--- src/rtl/adc_uart_tx.sv ---
// UART 8N1 serializer for MCP3201 samples: captures on chip_select rise and
// sends {SYNC_NIBBLE, s[11:8]} then s[7:0], handshaking through serial_ready.
module adc_uart_tx #(
    parameter int          n_bits       = 12,
    parameter int          CLKS_PER_BIT = 434,
    parameter logic [3:0]  SYNC_NIBBLE  = 4'hA
) (
    input  logic              clk,
    input  logic              reset,
    input  logic              chip_select,
    input  logic [n_bits-1:0] datos_adc,
    output logic              serial_ready,
    output logic              tx_out
);

    localparam int            BW        = $clog2(CLKS_PER_BIT);
    localparam logic [BW-1:0] BAUD_LOAD = BW'(CLKS_PER_BIT - 1);

    typedef enum logic [1:0] {IDLE, START, DATA, STOP} state_t;

    state_t        state_q;
    logic [BW-1:0] baud_q;
    logic [2:0]    bit_q;
    logic          byte_q;
    logic [11:0]   sample_q;
    logic          tx_q;
    logic          ready_q;
    logic          cs_s1_q, cs_s2_q, cs_prev_q;

    logic [11:0]   sample_d;
    logic [7:0]    cur_byte;
    logic          cs_rise;
    logic          baud_done;

    assign sample_d  = 12'(datos_adc);
    assign cs_rise   = cs_s2_q & ~cs_prev_q;
    assign baud_done = (baud_q == '0);

    always_comb begin
        cur_byte = byte_q ? sample_q[7:0] : {SYNC_NIBBLE, sample_q[11:8]};
    end

    // NOTE: every register here is updated with <= so all flops see the
    // pre-edge values of each other, exactly like the hardware they model.
    always_ff @(posedge clk) begin
        if (reset) begin
            state_q   <= IDLE;
            baud_q    <= '0;
            bit_q     <= '0;
            byte_q    <= 1'b0;
            sample_q  <= '0;
            tx_q      <= 1'b1;
            ready_q   <= 1'b1;
            // NOTE: synchronizer resets high so a chip_select already high
            // at reset release is not mistaken for a rising edge.
            cs_s1_q   <= 1'b1;
            cs_s2_q   <= 1'b1;
            cs_prev_q <= 1'b1;
        end else begin
            cs_s1_q   <= chip_select;
            cs_s2_q   <= cs_s1_q;
            cs_prev_q <= cs_s2_q;

            case (state_q)
                IDLE: begin
                    if (cs_rise) begin
                        sample_q <= sample_d;
                        byte_q   <= 1'b0;
                        bit_q    <= '0;
                        baud_q   <= BAUD_LOAD;
                        tx_q     <= 1'b0;
                        ready_q  <= 1'b0;
                        state_q  <= START;
                    end
                end
                START: begin
                    if (baud_done) begin
                        baud_q  <= BAUD_LOAD;
                        bit_q   <= '0;
                        tx_q    <= cur_byte[0];
                        state_q <= DATA;
                    end else begin
                        baud_q <= baud_q - BW'(1);
                    end
                end
                DATA: begin
                    if (baud_done) begin
                        baud_q <= BAUD_LOAD;
                        if (bit_q == 3'd7) begin
                            tx_q    <= 1'b1;
                            state_q <= STOP;
                        end else begin
                            bit_q <= bit_q + 3'd1;
                            tx_q  <= cur_byte[bit_q + 3'd1];
                        end
                    end else begin
                        baud_q <= baud_q - BW'(1);
                    end
                end
                STOP: begin
                    if (baud_done) begin
                        if (!byte_q) begin
                            // byte1 start bit follows byte0 stop with no gap
                            byte_q  <= 1'b1;
                            baud_q  <= BAUD_LOAD;
                            tx_q    <= 1'b0;
                            state_q <= START;
                        end else begin
                            ready_q <= 1'b1;
                            state_q <= IDLE;
                        end
                    end else begin
                        baud_q <= baud_q - BW'(1);
                    end
                end
                default: state_q <= IDLE;
            endcase
        end
    end

    assign tx_out       = tx_q;
    assign serial_ready = ready_q;

endmodule

--- config.mk ---
export PLATFORM = sky130hd
export DESIGN_NAME = adc_uart_tx
export DESIGN_NICKNAME = d
export VERILOG_FILES = /design/src/rtl/adc_uart_tx.sv
export SDC_FILE = /design/constraint.sdc
export NUM_CORES = 1
export LEC_CHECK = 0
export ABC_AREA = 1
export BUFFER_PORTS_ARGS = -buffer_cell sky130_fd_sc_hd__clkbuf_2
export CAP_MARGIN = 15
export CORE_MARGIN = 4
export CORE_UTILIZATION = 50
export CTS_CLUSTER_DIAMETER = 80
export DETAILED_ROUTE_END_ITERATION = 16
export PLACE_DENSITY = 0.69
export SLEW_MARGIN = 25
export SYNTH_ARGS = -nofsm -noshare
export SYNTH_HDL_FRONTEND = slang
export SYNTH_SLANG_ARGS = --single-unit
--- constraint.sdc ---
create_clock -name clk -period 1.7 [get_ports clk]
set_input_delay 0.085 -clock clk [delete_from_list [all_inputs] [get_ports clk]]
set_output_delay 0.085 -clock clk [all_outputs]
set_load 0.01 [all_outputs]
======== Word-level counts from Yosys, hierarchy flattened ========
Index checks and enable logic that the tools add are counted.
cells by class
  add/subtract/negate cells ............... 2
  multiply operators ...................... 0
  divide/modulo/power cells ............... 0
  $lt $le $gt $ge ......................... 1
  equal/unequal tests ..................... 13
  shifts and indexed selects .............. 0
  multiplexer cells ....................... 32
  bitwise gates (word level) .............. 2
  reductions and logical operators ........ 12
operators with widths
  operator             count
  $mux 9               4
  $pmux 9 s3           1
  $ne 2x2->1 const B   8
  $reduce_and 5->1     3
  $mux 3               4
  $mux 1               11
  $mux 2               5
  $logic_not 9->1      1
  $pmux 3 s3           1
  $sub 9x1->9 const B  1
  $mux 8               1
  $pmux 2 s4           1
  $eq 2x2->1 const B   2
  $lt 3x4->1 const B   1
  $pmux 1 s2           2
  $pmux 1 s4           1
  $reduce_and 2->1     2
  $reduce_and 4->1     1
  $add 3x1->3 const B  1
  $bmux 1 s3           1
  $eq 3x3->1 const B   1
  $ne 3x3->1 const B   1
  $reduce_and 3->1     1
  $reduce_bool 3->1    1
  6 further kinds      6
word-level totals
  register bits after elaboration ......... 32
  bits in latches ......................... 0
  RAM bits ................................ 0
  ROM bits ................................ 0
  input bits .............................. 15
  output and inout port bits .............. 2
  word-level logic and storage cells ...... 72
  memories kept ........................... 0

======== Longest topological paths before layout ========
  depth after elaboration ................. 6
  mapped depth ............................ 12
  depth with buffers taken out ............ 12

======== Least setup slack after synthesis ========
OpenSTA, ideal clock, no wires.
  path kind ............................... register -> register
  start ................................... reg state_q[0]
  end ..................................... reg sample_q[0]
  setup time .............................. 0.116 ns
  arrival ................................. 1.399 ns
  data required time ...................... 1.584 ns
  slack ................................... 0.186 ns
  cell stages (with the launch flop) ...... 9
  path buffers ............................ 1
  period minus slack after synthesis ...... 1.514 ns
  cell sequence ........................... dfxtp_1 inv_1 ha_1 inv_1 nor2_1 inv_1 clkbuf_1 nor2_1 nor2_1
between the ends
  longest elaborated chain between the ends .. 2
RTL lines
  item                               RTL line  RTL
  start, declared                    21        state_t state_q;
  start signal, assigned             47        state_q <= IDLE;
  start signal, assigned             73        state_q <= START;
  start signal, assigned             81        state_q <= DATA;
  $logic_not 2->1                    64        case (state_q)
  $reduce_and 2->1 (no source line)  --
  end signal, assigned               67        sample_q <= sample_d;
  end, declared                      25        logic [11:0] sample_q;
Every way passes these cells.
A chain may end at the register's enable or synchronous reset.

======== Worst setup path in the final report ========
  start ................................... reg baud_q[1]
  end ..................................... reg baud_q[1]
between the ends
  longest elaborated chain between the ends .. 3
  elaborated cells between the ends (all ways) .. 7
  classes of those cells .................. add/sub (1); eq/ne (1); mux (3); reduce/logical (2)
RTL lines
  item                                                   RTL line  RTL
  start, declared                                        22        logic [BW-1:0] baud_q;
  start signal, assigned                                 83        baud_q <= baud_q - BW'(1);
  start signal, assigned                                 97        baud_q <= baud_q - BW'(1);
  start signal, assigned                                 113       baud_q <= baud_q - BW'(1);
  $sub 9x1->9 / $logic_not 9->1 (equally long branches)  --
  $mux 9, or another cell as far along                   101       if (baud_done) begin
  $pmux 9 s3 / $reduce_and 2->1 (equally long branches)  --
Several ways; a longest one is shown, not always the timed one.

==> flow_summary.yaml <==
floorplanning:
  dieArea_mm2: 0.00430
  die_w_um: 65.6
  core_mm2: 0.00310
  core.rowCount: 20
  die_height_um: 65.6
  initial_core_util_pct: 53.4
  io_pins: 17
worst_setup_path:
  cp-start-kind: "register"
  crit_path_max_incr_delay_ns: 0.34
  arrival_ns: 2.07
  cp_slowest_cell: "dfxtp_2"
  worstSetupPathType: "reg -> reg"
  crit_required_ns: 1.98
  crit_path_end_kind: "register"
  path_cells: "inv_2 -> ha_4 -> inv_4 -> nor3_4 -> nand3_4 -> o21ai_4 -> clkinvlp_4 -> nand2_1 -> o21ai_2 -> nor2_4"
  critical_path_peak_fanout: 7
yosys:
  postSynthCellCount: 238
  syn-num-nets: 261
  yosysWarnings: 0
  avgSynthCellArea_um2: 6.97
  ys_ff_latch: 32
  ys_types: 25
  yosysSeqAreaShare_pct: 38.6
  synthesis.area_mm2: 0.00166
clock_network:
  cts.sinks: 32
  clockBufferDepth: 2
  clkSlewWorstSetupHoldPaths_ns: 0.11
  h-tree-depth: 2
  clk-insertion-delay-late_ns: 0.35
  tritoncts: "yes"
  clockRootBuffer: "clkbuf_4"
  numCtsBuffers: 5
pwr:
  clkPwrFrac_pct: 17.0
  p_per_area_mw_per_mm2: 1550
  p_sw_share_pct: 42.4
  p_leak_nw: 0.977
  power_frac_comb_pct: 53.4
  p_seq_share_pct: 29.5
  internal_power_mw: 1.96
  ir_worst_vdd_mv: 1.04
  switching_power_mw: 1.44
final_layout:
  drive_above_1_share_pct: 26.6
  final_common_cell: "nand2_1"
  postLayoutCellArea_mm2: 0.00219
  antenna_cells: 0
  area_growth_pct: 32.0
  final_util_pct: 70.5
  fin_nets: 304
  layout_common_cells: "nand2_1 (47), dfxtp_1 (31), inv_1 (26)"
sta:
  final-hold-violation-count: 0
  final.setup_skew_ns: 0.0185
  period_needed_ns: 1.79
  relSlewSlack_pct: 61.8
  fin_ws_ns: -0.0850
  tightest_slew_ns: 0.573
  finalSetupViolations: 8
  slew_violations: 0
  totalNegativeSetupSlack_ns: -0.395
  max_freq_mhz: 560
  finalCritPeriodShare_pct: 105
  rsz0062_at_grt: "true"
routing:
  remaining_drc_errors: 0
  vias: 1615
  wl_um: 4080
  vias_per_cell: 4.95
  first_iter_violations: 104
  first_pass_iters: 6
  ant_nets: 0
  wl_per_cell_um: 12.5
status:
  status: "finished with violations"
  violations: "negative setup slack"
job:
  drv_cap: 0
place:
  place_hpwl_um: 2630
  placed_cell_area_mm2: 0.00182
  port_buffers: 16
  gp_congestion: 0.861
global_routing:
  grt_pass1_wl_um: 6200
  grt_max_degree: 19
  grt-ovfl-total: 0
  antenna_found_initial: 0
  grt_pass1_vias: 1378
  grt_usage_pct: 18.8
min_path:
  hp-class: "in -> reg"
routing by layer:
metal | routed length (µm) | vias to the layer above | track usage, %
met5 | 0 | - | 0
met4 | 73 | 0 | 6.99
met3 | 179 | 10 | 4.62
met2 | 1880 | 40 | 27.7
met1 | 1950 | 711 | 26.3
li1 | - | 854 | -
cells in the mapped netlist, drive strengths merged:
cell    number  share of area, %
o21ai       25               8.2
nor2        28               6.3
nor3         3               1.6
nand3       18               6.2
nand3b       3               1.4
or2          4               1.5
nand4        1              0.38
inv         32               7.4
clkbuf       3              0.68
o211ai       1              0.45
a21oi       20               6.0
a211oi       1              0.45
nand2       55                13
ha           8               6.0
and2         1              0.38
dfxtp       32                39
o21bai       1              0.45
buf          2              0.53
power by group through the flow:
stage / clock network [mW] / logic (mW) / registers (mW)
floorplan: 0 / 0.918 / 0.991
global placement: 0 / 1.16 / 1.01
detailed placement: 0 / 1.18 / 1.00
CTS: 0.585 / 1.23 / 0.989
global route: 0.611 / 1.99 / 1.02
finish: 0.579 / 1.81 / 1.00
repair_timing:
item	in CTS	in global routing
gates resized for setup	1	36
setup endpoints to repair	4	15
endpoints found under the hold margin	7	0
buffers inserted	2	9
pin swaps	2	11
hold buffers	7	0
gates cloned	0	1
stage by stage:
stage	total power [mW]	std cells	setup slack (ns)	hold slack, ns
6_report	3.40	326	-0.0850	0.00734
5_1_grt	3.61	326	-0.171	0.0313
4_1_cts	2.80	316	-0.00600	0.0147
3_5_place_dp	2.18	299	-0.00580	0.278
3_3_place_gp	2.17	299	0.0747	0.283
2_1_floorplan	1.91	238	0.186	0.185
cells by family after synthesis:
| kind of cell | Yosys count | share of synthesized area (%) |
|---|---|---|
| AND/OR/NAND/NOR | 113 | 31.1 |
| AO/OA/AOI/OAI | 48 | 15.6 |
| buffers and inverters | 37 | 8.60 |
| flip-flops | 32 | 38.6 |
| adder cells (fa/ha/maj) | 8 | 6.04 |
flip-flops by register name, summed over array words and instances, names as in the netlist:
signal	flops
sample_q	12
baud_q	9
bit_q	3
state_q	2
byte_q	1
cs_prev_q	1
cs_s1_q	1
cs_s2_q	1
serial_ready	1
tx_out	1
path summary, 6_finish.rpt:
check,slack (ns),to,startpoint,cells past startpoint
setup reg to reg,-0.09,baud_q[1]$_SDFFE_PP0P_,baud_q[1]$_SDFFE_PP0P_,10
hold / removal,0.007,sample_q[11]$_SDFFE_PP0P_,datos_adc[11],3
hold reg to reg,0.42,cs_s2_q$_SDFF_PP1_,cs_s1_q$_SDFF_PP1_,1
setup / recovery,-0.09,baud_q[1]$_SDFFE_PP0P_,baud_q[1]$_SDFFE_PP0P_,10
worst max-delay path, delay by kind of cell (launching register included):
kind	cells	cell delay, ns
AOI/OAI and AO/OA	2	0.32
adders and majority gates	1	0.15
buffers and inverters	3	0.30
DFF	1	0.34
and+or+nand+nor	4	0.61
area by class of cell:
| cell class | count | area [µm²] |
|---|---|---|
| repair buffers | 40 | 290 |
| repair inverters | 1 | 7.51 |
| multi-input cells | 169 | 987 |
| flip-flops and latches | 32 | 642 |
| well taps | 44 | 55.1 |
| clock buffers | 6 | 41.3 |
| inverters | 32 | 130 |
| fillers | 274 | 915 |
| clock inverters | 2 | 35.0 |
Power figures use the tool's default switching activity.
